`src/rtl/fpu_issue_arbiter_if.sv`:
```
// ----------------------------------------------------------------------------
// fpu_issue_arbiter_if
//   Bundles the requester handshakes, the FPU-side operand/result lines, the
//   response channel and the drain/idle quiesce handshake of fpu_issue_arbiter.
//
//   Signal groups:
//     req0_* / req1_*  valid/ready request channels (op1, op2, operation, tag)
//     fpu_*            operands/operation to the FPU, result back from it
//     rsp_*            tagged response to the owning requester (no backpressure)
//     drain/idle       quiesce request and "nothing in flight" status
//     inflight         current number of ops inside the FPU pipeline
//
//   Modports:
//     slave   - the arbiter itself
//     master  - the environment (requesters + FPU + control)
// ----------------------------------------------------------------------------
interface fpu_issue_arbiter_if #(
    parameter int TAG_W = 4,
    parameter int CNT_W = 3
);
    logic             req0_valid;
    logic             req0_ready;
    logic [31:0]      req0_op1;
    logic [31:0]      req0_op2;
    logic [1:0]       req0_operation;
    logic [TAG_W-1:0] req0_tag;

    logic             req1_valid;
    logic             req1_ready;
    logic [31:0]      req1_op1;
    logic [31:0]      req1_op2;
    logic [1:0]       req1_operation;
    logic [TAG_W-1:0] req1_tag;

    logic [31:0]      fpu_operand1;
    logic [31:0]      fpu_operand2;
    logic [1:0]       fpu_operation;
    logic [31:0]      fpu_result;

    logic             rsp_valid;
    logic             rsp_id;
    logic [TAG_W-1:0] rsp_tag;
    logic [31:0]      rsp_result;

    logic             drain;
    logic             idle;
    logic [CNT_W-1:0] inflight;

    modport slave (
        input  req0_valid, req0_op1, req0_op2, req0_operation, req0_tag,
        output req0_ready,
        input  req1_valid, req1_op1, req1_op2, req1_operation, req1_tag,
        output req1_ready,
        output fpu_operand1, fpu_operand2, fpu_operation,
        input  fpu_result,
        output rsp_valid, rsp_id, rsp_tag, rsp_result,
        input  drain,
        output idle, inflight
    );

    modport master (
        output req0_valid, req0_op1, req0_op2, req0_operation, req0_tag,
        input  req0_ready,
        output req1_valid, req1_op1, req1_op2, req1_operation, req1_tag,
        input  req1_ready,
        input  fpu_operand1, fpu_operand2, fpu_operation,
        output fpu_result,
        input  rsp_valid, rsp_id, rsp_tag, rsp_result,
        output drain,
        input  idle, inflight
    );
endinterface

```
`src/rtl/fpu_issue_arbiter.sv`:
```
// ----------------------------------------------------------------------------
// fpu_issue_arbiter
//   Shares one fixed-latency, non-stallable FPU pipeline between two
//   requesters. Round-robin arbitration issues at most one op per cycle; a
//   LATENCY-deep tracking shift register remembers {valid, id, tag} of each
//   op so the FPU result can be routed back to its owner in cycle N+LATENCY.
//   An in-flight cap limits outstanding ops and drain/idle lets software
//   quiesce the unit.
//
//   Ports:
//     clk  - rising-edge clock
//     rst  - asynchronous, active-high reset
//     bus  - fpu_issue_arbiter_if.slave (request, FPU, response, drain/idle)
// ----------------------------------------------------------------------------
module fpu_issue_arbiter #(
    parameter int LATENCY      = 6,
    parameter int TAG_W        = 4,
    parameter int MAX_INFLIGHT = 6,
    parameter int CNT_W        = 3
) (
    input  logic                  clk,
    input  logic                  rst,
    fpu_issue_arbiter_if.slave    bus
);

    // Round-robin pointer: requester favoured when both are valid.
    logic             rr_q, rr_d;
    // Tracking pipeline: slot LATENCY-1 lines up with fpu_result.
    logic [LATENCY-1:0] vld_q;
    logic [LATENCY-1:0] id_q;
    logic [TAG_W-1:0]   tag_q [LATENCY];
    logic [CNT_W-1:0]   inflight_q, inflight_d;

    logic             retire;
    logic             en;
    logic             grant0, grant1;
    logic             issue;
    logic [TAG_W-1:0] issue_tag;

    assign retire = vld_q[LATENCY-1];

    // A retiring slot frees a place in the same cycle, so a full pipeline
    // still accepts one new op alongside a retire. Reset gates grants so
    // ready and fpu_* are forced low while rst is held.
    assign en = !rst && !bus.drain &&
                ((inflight_q < CNT_W'(MAX_INFLIGHT)) || retire);

    // NOTE: every signal written here gets a default first; a missing branch
    // would otherwise infer a latch.
    always_comb begin
        grant0 = 1'b0;
        grant1 = 1'b0;
        if (en) begin
            if (bus.req0_valid && bus.req1_valid) begin
                grant0 = !rr_q;
                grant1 = rr_q;
            end else begin
                grant0 = bus.req0_valid;
                grant1 = bus.req1_valid;
            end
        end
    end

    assign issue          = grant0 | grant1;
    assign issue_tag      = grant1 ? bus.req1_tag : bus.req0_tag;
    assign bus.req0_ready = grant0;
    assign bus.req1_ready = grant1;

    // Bubbles send zeros into the FPU; they are tracked as invalid slots.
    always_comb begin
        bus.fpu_operand1  = '0;
        bus.fpu_operand2  = '0;
        bus.fpu_operation = '0;
        if (grant0) begin
            bus.fpu_operand1  = bus.req0_op1;
            bus.fpu_operand2  = bus.req0_op2;
            bus.fpu_operation = bus.req0_operation;
        end else if (grant1) begin
            bus.fpu_operand1  = bus.req1_op1;
            bus.fpu_operand2  = bus.req1_op2;
            bus.fpu_operation = bus.req1_operation;
        end
    end

    // After serving X, point at the other requester; hold on no grant.
    assign rr_d       = issue ? !grant1 : rr_q;
    assign inflight_d = inflight_q + CNT_W'(issue) - CNT_W'(retire);

    // NOTE: sequential state uses non-blocking assignments so every register
    // samples the pre-edge values regardless of statement order.
    always_ff @(posedge clk or posedge rst) begin
        if (rst) begin
            rr_q       <= 1'b0;
            vld_q      <= '0;
            inflight_q <= '0;
        end else begin
            rr_q       <= rr_d;
            vld_q      <= {vld_q[LATENCY-2:0], issue};
            inflight_q <= inflight_d;
        end
    end

    // NOTE: only the valid bits are reset; id/tag payload is meaningless while
    // its valid bit is low, so it needs no reset network.
    always_ff @(posedge clk) begin
        id_q     <= {id_q[LATENCY-2:0], grant1};
        tag_q[0] <= issue_tag;
        for (int k = 1; k < LATENCY; k++) begin
            tag_q[k] <= tag_q[k-1];
        end
    end

    assign bus.rsp_valid  = retire;
    assign bus.rsp_id     = id_q[LATENCY-1];
    assign bus.rsp_tag    = tag_q[LATENCY-1];
    assign bus.rsp_result = bus.fpu_result;

    assign bus.idle     = (inflight_q == '0);
    assign bus.inflight = inflight_q;

endmodule

```
`src/flat_wrapper.sv`:
```
// flat-port wrapper written by rule: the top's interface ports become plain ports
module fpu_issue_arbiter_flat 
#(
    parameter int LATENCY      = 6,
    parameter int TAG_W        = 4,
    parameter int MAX_INFLIGHT = 6,
    parameter int CNT_W        = 3
)
  (clk, rst, bus_req0_valid, bus_req0_op1, bus_req0_op2, bus_req0_operation, bus_req0_tag, bus_req0_ready, bus_req1_valid, bus_req1_op1, bus_req1_op2, bus_req1_operation, bus_req1_tag, bus_req1_ready, bus_fpu_operand1, bus_fpu_operand2, bus_fpu_operation, bus_fpu_result, bus_rsp_valid, bus_rsp_id, bus_rsp_tag, bus_rsp_result, bus_drain, bus_idle, bus_inflight);
  fpu_issue_arbiter_if #(.TAG_W(TAG_W), .CNT_W(CNT_W)) bus_i ();
  input  logic clk;
  input  logic rst;
  input wire logic [$bits(bus_i.req0_valid)-1:0] bus_req0_valid;
  input wire logic [$bits(bus_i.req0_op1)-1:0] bus_req0_op1;
  input wire logic [$bits(bus_i.req0_op2)-1:0] bus_req0_op2;
  input wire logic [$bits(bus_i.req0_operation)-1:0] bus_req0_operation;
  input wire logic [$bits(bus_i.req0_tag)-1:0] bus_req0_tag;
  output wire logic [$bits(bus_i.req0_ready)-1:0] bus_req0_ready;
  input wire logic [$bits(bus_i.req1_valid)-1:0] bus_req1_valid;
  input wire logic [$bits(bus_i.req1_op1)-1:0] bus_req1_op1;
  input wire logic [$bits(bus_i.req1_op2)-1:0] bus_req1_op2;
  input wire logic [$bits(bus_i.req1_operation)-1:0] bus_req1_operation;
  input wire logic [$bits(bus_i.req1_tag)-1:0] bus_req1_tag;
  output wire logic [$bits(bus_i.req1_ready)-1:0] bus_req1_ready;
  output wire logic [$bits(bus_i.fpu_operand1)-1:0] bus_fpu_operand1;
  output wire logic [$bits(bus_i.fpu_operand2)-1:0] bus_fpu_operand2;
  output wire logic [$bits(bus_i.fpu_operation)-1:0] bus_fpu_operation;
  input wire logic [$bits(bus_i.fpu_result)-1:0] bus_fpu_result;
  output wire logic [$bits(bus_i.rsp_valid)-1:0] bus_rsp_valid;
  output wire logic [$bits(bus_i.rsp_id)-1:0] bus_rsp_id;
  output wire logic [$bits(bus_i.rsp_tag)-1:0] bus_rsp_tag;
  output wire logic [$bits(bus_i.rsp_result)-1:0] bus_rsp_result;
  input wire logic [$bits(bus_i.drain)-1:0] bus_drain;
  output wire logic [$bits(bus_i.idle)-1:0] bus_idle;
  output wire logic [$bits(bus_i.inflight)-1:0] bus_inflight;
  assign bus_i.req0_valid = bus_req0_valid;
  assign bus_i.req0_op1 = bus_req0_op1;
  assign bus_i.req0_op2 = bus_req0_op2;
  assign bus_i.req0_operation = bus_req0_operation;
  assign bus_i.req0_tag = bus_req0_tag;
  assign bus_req0_ready = bus_i.req0_ready;
  assign bus_i.req1_valid = bus_req1_valid;
  assign bus_i.req1_op1 = bus_req1_op1;
  assign bus_i.req1_op2 = bus_req1_op2;
  assign bus_i.req1_operation = bus_req1_operation;
  assign bus_i.req1_tag = bus_req1_tag;
  assign bus_req1_ready = bus_i.req1_ready;
  assign bus_fpu_operand1 = bus_i.fpu_operand1;
  assign bus_fpu_operand2 = bus_i.fpu_operand2;
  assign bus_fpu_operation = bus_i.fpu_operation;
  assign bus_i.fpu_result = bus_fpu_result;
  assign bus_rsp_valid = bus_i.rsp_valid;
  assign bus_rsp_id = bus_i.rsp_id;
  assign bus_rsp_tag = bus_i.rsp_tag;
  assign bus_rsp_result = bus_i.rsp_result;
  assign bus_i.drain = bus_drain;
  assign bus_idle = bus_i.idle;
  assign bus_inflight = bus_i.inflight;
  fpu_issue_arbiter #(.LATENCY(LATENCY), .TAG_W(TAG_W), .MAX_INFLIGHT(MAX_INFLIGHT), .CNT_W(CNT_W)) u_core (.clk(clk), .rst(rst), .bus(bus_i));
endmodule
```
`config.mk`:
```
export PLATFORM = sky130hd
export DESIGN_NAME = fpu_issue_arbiter_flat
export DESIGN_NICKNAME = d
export VERILOG_FILES = /design/src/rtl/fpu_issue_arbiter_if.sv /design/src/rtl/fpu_issue_arbiter.sv /design/src/flat_wrapper.sv
export SDC_FILE = /design/constraint.sdc
export NUM_CORES = 1
export LEC_CHECK = 0
export BUFFER_PORTS_ARGS = -buffer_cell sky130_fd_sc_hd__buf_2
export CAP_MARGIN = 20
export CORE_AREA = 10 10 103 105
export DETAILED_ROUTE_END_ITERATION = 10
export DIE_AREA = 0 0 113 115
export HOLD_SLACK_MARGIN = 0.03
export PLACE_DENSITY = 0.73
export SETUP_SLACK_MARGIN = 0.02
export SYNTH_ARGS = -nofsm -noshare
export SYNTH_HDL_FRONTEND = slang
export SYNTH_SLANG_ARGS = --single-unit
```
`constraint.sdc`:
```
create_clock -name clk -period 2.5 [get_ports clk]
set_clock_uncertainty 0.15 [all_clocks]
set_input_delay 0.5 -clock clk [delete_from_list [all_inputs] [get_ports clk]]
set_output_delay 0.5 -clock clk [all_outputs]
set_load 0.01 [all_outputs]
```
==> load_flow_metrics.sql, run 1 <==
INSERT INTO impl_metrics (metric_group, metric, value, unit) VALUES
('outcome', 'outcome', 'finished clean', ''),
('critical_path', 'worst-setup-path-type', 'reg -> out', ''),
('timing', 'timing.final.crit_period', '2.384', 'ns'),
('drt', 'drt_pre_antenna_iters', '4', ''),
('yosys', 'synth.distinct_cells', '23', ''),
('grt', 'groute.usage.overall', '0.1295', ''),
('drt', 'num_vias', '2703', ''),
('place', 'placed_area', '3247', 'um^2'),
('cts', 'clockBufferDepth', '2', ''),
('timing', 'final_min_period_over_clock_period', '0.9537', ''),
('timing', 'grt_setup_unrepaired', 'no', ''),
('place', 'detailedPlace.worstSlack', '0.2342', 'ns'),
('yosys', 'post-synth-top-count-cell', 'sky130_fd_sc_hd__nor2_1', ''),
('grt', 'grt_antenna_before_repair', '3', ''),
('critical_path', 'critical_path_peak_fanout', '58', ''),
('grt', 'first_global_vias', '2837', ''),
('critical_path', 'worst_setup_path_end_kind', 'output pin', ''),
('finish', 'area_of_all_placed_cells_without_fillers', '3341', 'um^2'),
('grt', 'grt-ovfl-total', '0', ''),
('timing', 'report.final.hold_viol_count', '0', ''),
('drt', 'postRouteAntennaNets', '0', ''),
('floorplanning', 'die_height', '115', 'um'),
('yosys', 'syn_area', '2321', 'um^2'),
('drt', 'postRouteWirelength', '9859', 'um'),
('yosys', 'postSynthNetCount', '442', ''),
('yosys', 'synth_commonest_cells', 'sky130_fd_sc_hd__nor2_1 (68), sky130_fd_sc_hd__a32oi_1 (66), sky130_fd_sc_hd__buf_4 (36), sky130_fd_sc_hd__dfxtp_1 (30), sky130_fd_sc_hd__buf_2 (14)', ''),
('cts', 'clk_pin_slew_worst_paths', '0.07', 'ns'),
('finish', 'layout-drive-gt1-share', '0.5586', ''),
('yosys', 'netlist.top_cell.by_area', 'sky130_fd_sc_hd__dfxtp_1', ''),
('worst_hold_path', 'hold_class', 'in -> async', ''),
('power', 'pwr_density_cell', '631.7', 'nW/um^2'),
('cts', 'clock_latency', '0.27', 'ns'),
('critical_path', 'cpMaxStageDelayCell', 'sky130_fd_sc_hd__dfrtp_2', ''),
('floorplanning', 'ios', '287', ''),
('cts', 'cts_buffers', '5', ''),
('yosys', 'synth-seq-cells', '40', ''),
('drt', 'drt_iter0_drc', '166', ''),
('critical_path', 'startpoint_type', 'register', ''),
('floorplanning', 'design.core.area', '8551', 'um^2'),
('critical_path', 'arrival', '1.73', 'ns'),
('floorplanning', 'floorplan.initialDensity', '0.2714', ''),
('cts', 'clockRootBuffer', 'sky130_fd_sc_hd__clkbuf_8', ''),
('finish', 'area_growth', '43.94', '%'),
('cts', 'cts_max_level', '2', ''),
('timing', 'max_freq', '419.4', 'MHz'),
('critical_path', 'path_cells', 'ha_1 > nand2b_2 > nand2_2 > buf_12 > nor2_1 > buf_2', ''),
('critical_path', 'cp.buffers_inverters', '2', ''),
('critical_path', 'critical_path.max_stage_delay', '0.45', 'ns'),
('place', 'io_buffer_count', '222', ''),
('critical_path', 'critPathRequiredTime', '1.85', 'ns'),
('power', 'post-layout-total-power', '2110', 'uW'),
('drt', 'drt-wirelength-per-cell', '18.09', 'um'),
('timing', 'report.final.slew_viol_count', '0', ''),
('yosys', 'netlist_top_cells_area', 'sky130_fd_sc_hd__dfxtp_1 (26%), sky130_fd_sc_hd__a32oi_1 (25%), sky130_fd_sc_hd__buf_4 (12%), sky130_fd_sc_hd__nor2_1 (11%), sky130_fd_sc_hd__dfrtp_1 (11%)', ''),
('yosys', 'async_reset_ff_frac', '0.2500', ''),
('yosys', 'yosys_most_used_dff', 'sky130_fd_sc_hd__dfxtp_1', ''),
('yosys', 'syn_avg_cell_area', '8.893', 'um^2'),
('yosys', 'syn_inst', '261', ''),
('yosys', 'area_share_of_the_largest_cell_type_after_synthesis', '0.2588', ''),
('cts', 'post-cts-setup-buffers', '0', ''),
('timing', 'totalNegativeSetupSlack', '0', 'ns'),
('cts', 'clock_sink_count', '40', ''),
('place', 'routabilityCongestion', '0.8087', ''),
('timing', 'finalSetupViolations', '0', ''),
('drt', 'route.detailed.drc', '0', ''),
('yosys', 'synth_sequential_area_ratio', '0.3666', ''),
('place', 'detailedPlacementHpwl', '8236', 'um'),
('run', 'drv_cap', '0', ''),
('timing', 'finalWorstSetupSlack', '0.1159', 'ns'),
('floorplanning', 'die_w', '113', 'um'),
('finish', 'fin_util', '0.3907', '');
where the power goes:
part	leakage [uW]	switching [uW]	total [uW]	internal, uW
sequential	0.000378	52.9	789	736
combinational	0.00133	537	939	402
clock	0.0000443	193	382	189
placed cells by master, fill, tap and decap left out, types with 4 or more instances in the layout:
cell type                    n
sky130_fd_sc_hd__mux2_1      4
sky130_fd_sc_hd__a32oi_1    66
sky130_fd_sc_hd__inv_1       6
sky130_fd_sc_hd__clkbuf_8    5
sky130_fd_sc_hd__buf_2     222
sky130_fd_sc_hd__buf_4       4
sky130_fd_sc_hd__nor2_1     68
sky130_fd_sc_hd__dfxtp_1    30
sky130_fd_sc_hd__dfrtp_1     9
area by class of cell:
cell class | instances | area [um^2]
Multi-Input combinational cell | 153 | 1045
Sequential cell | 40 | 852.1
Clock inverter | 2 | 11.26
Clock buffer | 5 | 68.82
Timing Repair Buffer | 229 | 1201
Inverter | 6 | 22.52
Antenna cell | 2 | 5.005
Fill cell | 854 | 5210
Tap cell | 108 | 135.1
sequential cells by signal (all words and copies together), names as in the netlist:
name / flops
u_core.tag_q: 24
u_core.id_q: 6
u_core.vld_q: 6
u_core.bus.inflight: 3
u_core.rr_q: 1
path summary, 6_finish.rpt:
check / startpoint / endpoint / slack, ns / cells after the start
worst min register to register: u_core.id_q[2]$_DFF_P_ / u_core.id_q[3]$_DFF_P_ / 0.18 / 0
worst max register to register: u_core.bus.inflight[1]$_DFF_PP0_ / u_core.bus.inflight[2]$_DFF_PP0_ / 0.39 / 8
max in group asynchronous: rst / u_core.bus.inflight[1]$_DFF_PP0_ / 1.86 / 2
worst min-delay path: rst / u_core.vld_q[5]$_DFF_PP0_ / 0.05 / 2
min in group clk: u_core.id_q[2]$_DFF_P_ / u_core.id_q[3]$_DFF_P_ / 0.18 / 0
worst max-delay path: u_core.bus.inflight[1]$_DFF_PP0_ / bus_fpu_operand1[18] / 0.12 / 6
per-stage QoR:
| step | cells | hold WS (ns) |
|---|---|---|
| after floorplan | 261 | 0.1596 |
| after global placement | 536 | 0.1607 |
| after detailed placement | 536 | 0.1621 |
| after CTS | 543 | 0.06306 |
| after global routing | 545 | 0.07902 |
| final | 545 | 0.05119 |
worst register-to-register path, delay by kind of cell, from the launching register on:
family | cells | cell delay, ns
buffers and inverters | 1 | 0.05
XOR/XNOR | 1 | 0.17
AND/OR/NAND/NOR | 3 | 0.42
adder cells (fa/ha/maj) | 3 | 0.76
flip-flops | 1 | 0.45
per-layer routing:
metal,track usage,part of all wire
met2,0.2300,0.51
met5,0,0.00071
met4,0.03130,0.010
met1,0.1300,0.34
met3,0.07083,0.13
kinds of logic after synthesis:
family                     share of synthesized area
DFF                                           0.3666
adders and majority gates                    0.02480
and+or+nand+nor                               0.1358
xor gates and xnor gates                    0.003774
muxes                                        0.01941
buffers and inverters                         0.1919
AOI/OAI and AO/OA                             0.2577
timing repair:
action	in CTS	in global routing
gates resized for setup	0	3
endpoints found under the setup margin	0	62
hold buffers	0	0
Note: power is estimated with default switching activity, not from simulation.
==> run 2: changes to the inputs <==
Settings changed: CORE_AREA 10 10 103 105 to 4 4 109 111, PLACE_DENSITY 0.73 to 0.61.
==> run 2 against run 1 <==
Effect of this change: via count decreased by 0.85%; register-to-register slack about the same; sequential share of layout area decreased by 0.61 points; cell count increased by 5.9%; power increased by 4.0%; clock-buffer cell count increased by 2; worst hold slack improved by 0.012 ns; global-route usage decreased by 0.81 points; wire length decreased by 9.1%; first-iteration DRC count decreased by 13%; clock power increased by 28%; sequential cell count unchanged.
==> load_flow_metrics.sql, run 2 (synthesis results as in run 1) <==
INSERT INTO impl_metrics (metric_group, metric, value, unit) VALUES
('finish', 'ff_latch_area', '850.8', 'um^2'),
('floorplanning', 'ios', '287', ''),
('drt', 'num_vias', '2680', ''),
('cts', 'cts_max_level', '2', ''),
('critical_path', 'arrival', '1.67', 'ns'),
('timing', 'timing.slew.headroom', '0.7218', ''),
('timing', 'report.final.hold_viol_count', '0', ''),
('grt', 'grt-ovfl-total', '0', ''),
('finish', 'design.final.nets', '617', ''),
('cts', 'clockBufferDepth', '2', ''),
('floorplanning', 'floorplan.die_area', '13000', 'um^2'),
('critical_path', 'worst-setup-path-type', 'reg -> out', ''),
('finish', 'layout_top_registers', 'u_core.tag_q (24), u_core.id_q (6), u_core.vld_q (6)', ''),
('place', 'detailedPlacementHpwl', '7290', 'um'),
('finish', 'mostFrequentLayoutCells', 'sky130_fd_sc_hd__buf_2 (222), sky130_fd_sc_hd__nor2_1 (68), sky130_fd_sc_hd__a32oi_1 (66), sky130_fd_sc_hd__dfxtp_1 (30), sky130_fd_sc_hd__dfrtp_1 (10)', ''),
('drt', 'route.detailed.drc', '0', ''),
('finish', 'most_common_library_cell_in_the_layout_ignoring_fill_and_taps', 'sky130_fd_sc_hd__buf_2', ''),
('timing', 'grt_setup_unrepaired', 'no', ''),
('worst_hold_path', 'hold_class', 'in -> async', ''),
('floorplanning', 'floorplan.initialDensity', '0.2150', ''),
('place', 'routabilityCongestion', '0.7987', ''),
('timing', 'timing.final.crit_period', '2.320', 'ns'),
('timing', 'max_freq', '431.1', 'MHz'),
('critical_path', 'cpMaxStageDelayCell', 'sky130_fd_sc_hd__dfrtp_1', ''),
('power', 'pwr_density_cell', '642.4', 'nW/um^2'),
('critical_path', 'critPathRequiredTime', '1.85', 'ns'),
('power', 'post-layout-total-power', '2195', 'uW'),
('critical_path', 'critical_path.max_stage_delay', '0.43', 'ns'),
('cts', 'clock_latency', '0.28', 'ns'),
('floorplanning', 'die_height', '115', 'um'),
('timing', 'report.final.slew_viol_count', '0', ''),
('drt', 'drt_iter0_drc', '144', ''),
('drt', 'avgViaCountPerCell', '4.645', ''),
('finish', 'antenna_diode_instance_count', '0', ''),
('place', 'io_buffer_count', '222', ''),
('finish', 'n_fill_cell', '1092', ''),
('timing', 'finalSetupViolations', '0', ''),
('drt', 'drt-wirelength-per-cell', '15.53', 'um'),
('drt', 'postRouteWirelength', '8962', 'um'),
('drt', 'drt_pre_antenna_iters', '4', ''),
('cts', 'clock_tree_from_tritoncts', 'yes', ''),
('floorplanning', 'rows', '38', ''),
('critical_path', 'critical_path_peak_fanout', '37', ''),
('grt', 'grt_start_max_net_pins', '58', ''),
('finish', 'layout-drive-gt1-share', '0.5584', ''),
('floorplanning', 'design.core.area', '10790', 'um^2'),
('finish', 'area_growth', '47.22', '%'),
('timing', 'final_min_period_over_clock_period', '0.9279', ''),
('critical_path', 'worst_setup_path_end_kind', 'output pin', ''),
('finish', 'largest-register', 'u_core.tag_q', ''),
('cts', 'clockRootBuffer', 'sky130_fd_sc_hd__clkbuf_8', ''),
('floorplanning', 'die_w', '113', 'um'),
('finish', 'max_reg_flops', '24', ''),
('cts', 'clock_sink_count', '40', ''),
('timing', 'totalNegativeSetupSlack', '0', 'ns'),
('critical_path', 'startpoint_type', 'register', ''),
('grt', 'grt_first_pass_wirelength', '12860', 'um'),
('grt', 'groute.usage.overall', '0.1213', ''),
('power', 'irDropWorstVdd', '433.8', 'uV'),
('finish', 'area_of_the_multi_input_gates', '1045', 'um^2'),
('cts', 'cts_buffers', '5', ''),
('cts', 'post-cts-setup-buffers', '0', ''),
('cts', 'clk_pin_slew_worst_paths', '0.07', 'ns'),
('grt', 'first_global_vias', '2494', ''),
('timing', 'worst_tran_pin_value', '0.4172', 'ns'),
('drt', 'postRouteAntennaNets', '0', ''),
('outcome', 'outcome', 'finished clean', ''),
('timing', 'hold_slack', '0.06271', 'ns'),
('critical_path', 'path_cells', 'ha_1 > nand2b_4 > nand2_2 > buf_6 > nor2_1 > buf_2', ''),
('grt', 'grt_antenna_before_repair', '2', ''),
('run', 'drv_cap', '0', ''),
('power', 'power.static_leakage', '0.001766', 'uW');
## run 2: worst paths after layout
path,start,cells past startpoint,slack [ns],endpoint
max reg2reg,u_core.bus.inflight[1]$_DFF_PP0_,8,0.40,u_core.bus.inflight[2]$_DFF_PP0_
min in group clk,u_core.id_q[3]$_DFF_P_,0,0.18,u_core.id_q[4]$_DFF_P_
max in group asynchronous,rst,2,1.86,u_core.rr_q$_DFFE_PP0P_
max,u_core.bus.inflight[1]$_DFF_PP0_,6,0.18,bus_fpu_operand2[24]
min,rst,2,0.06,u_core.bus.inflight[2]$_DFF_PP0_
min reg2reg,u_core.id_q[3]$_DFF_P_,0,0.18,u_core.id_q[4]$_DFF_P_
## run 2: critical path: cells and delay by family, from the launching register on
kind,cells,cell delay (ns)
adders and majority gates,1,0.25
and+or+nand+nor,3,0.33
DFF,1,0.43
buffers and inverters,2,0.35
## run 2: area by class of cell
type	count	share of cell area
Clock inverter	1	0.002563
Sequential cell	40	0.2490
Timing Repair Buffer	230	0.3534
Inverter	6	0.006591
Tap cell	140	0.05126
Clock buffer	7	0.03149
Multi-Input combinational cell	153	0.3057
## run 2: metal layers
metal	wire, um	up-vias	share of wire	track usage
li1	-	1279	-	-
met1	3386	1227	0.38	0.1451
met2	4565	160	0.51	0.2137
met3	926	12	0.10	0.04263
met4	77	2	0.0086	0.02083
met5	7	-	0.00078	0
## run 2: power breakdown
group | total [uW] | switching (uW) | internal [uW]
logic | 922 | 528 | 393
clock network | 490 | 204 | 286
registers | 783 | 49.1 | 734
## run 2: per-stage QoR
stage,instances,utilization,area (um^2),worst slack [ns]
after floorplan,261,-,2321,0.1387
after global placement,569,0.3041,3282,0.2314
after detailed placement,569,0.3041,3282,0.1962
after CTS,577,0.3156,3406,0.03534
after global routing,577,0.3166,3417,0.04309
final,577,0.3166,3417,0.1803
## run 2: timing repair
action / 4_1_cts / 5_1_grt
hold buffers: 0 / 0
setup endpoints to repair: 16 / 57
resized for setup: 1 / 3
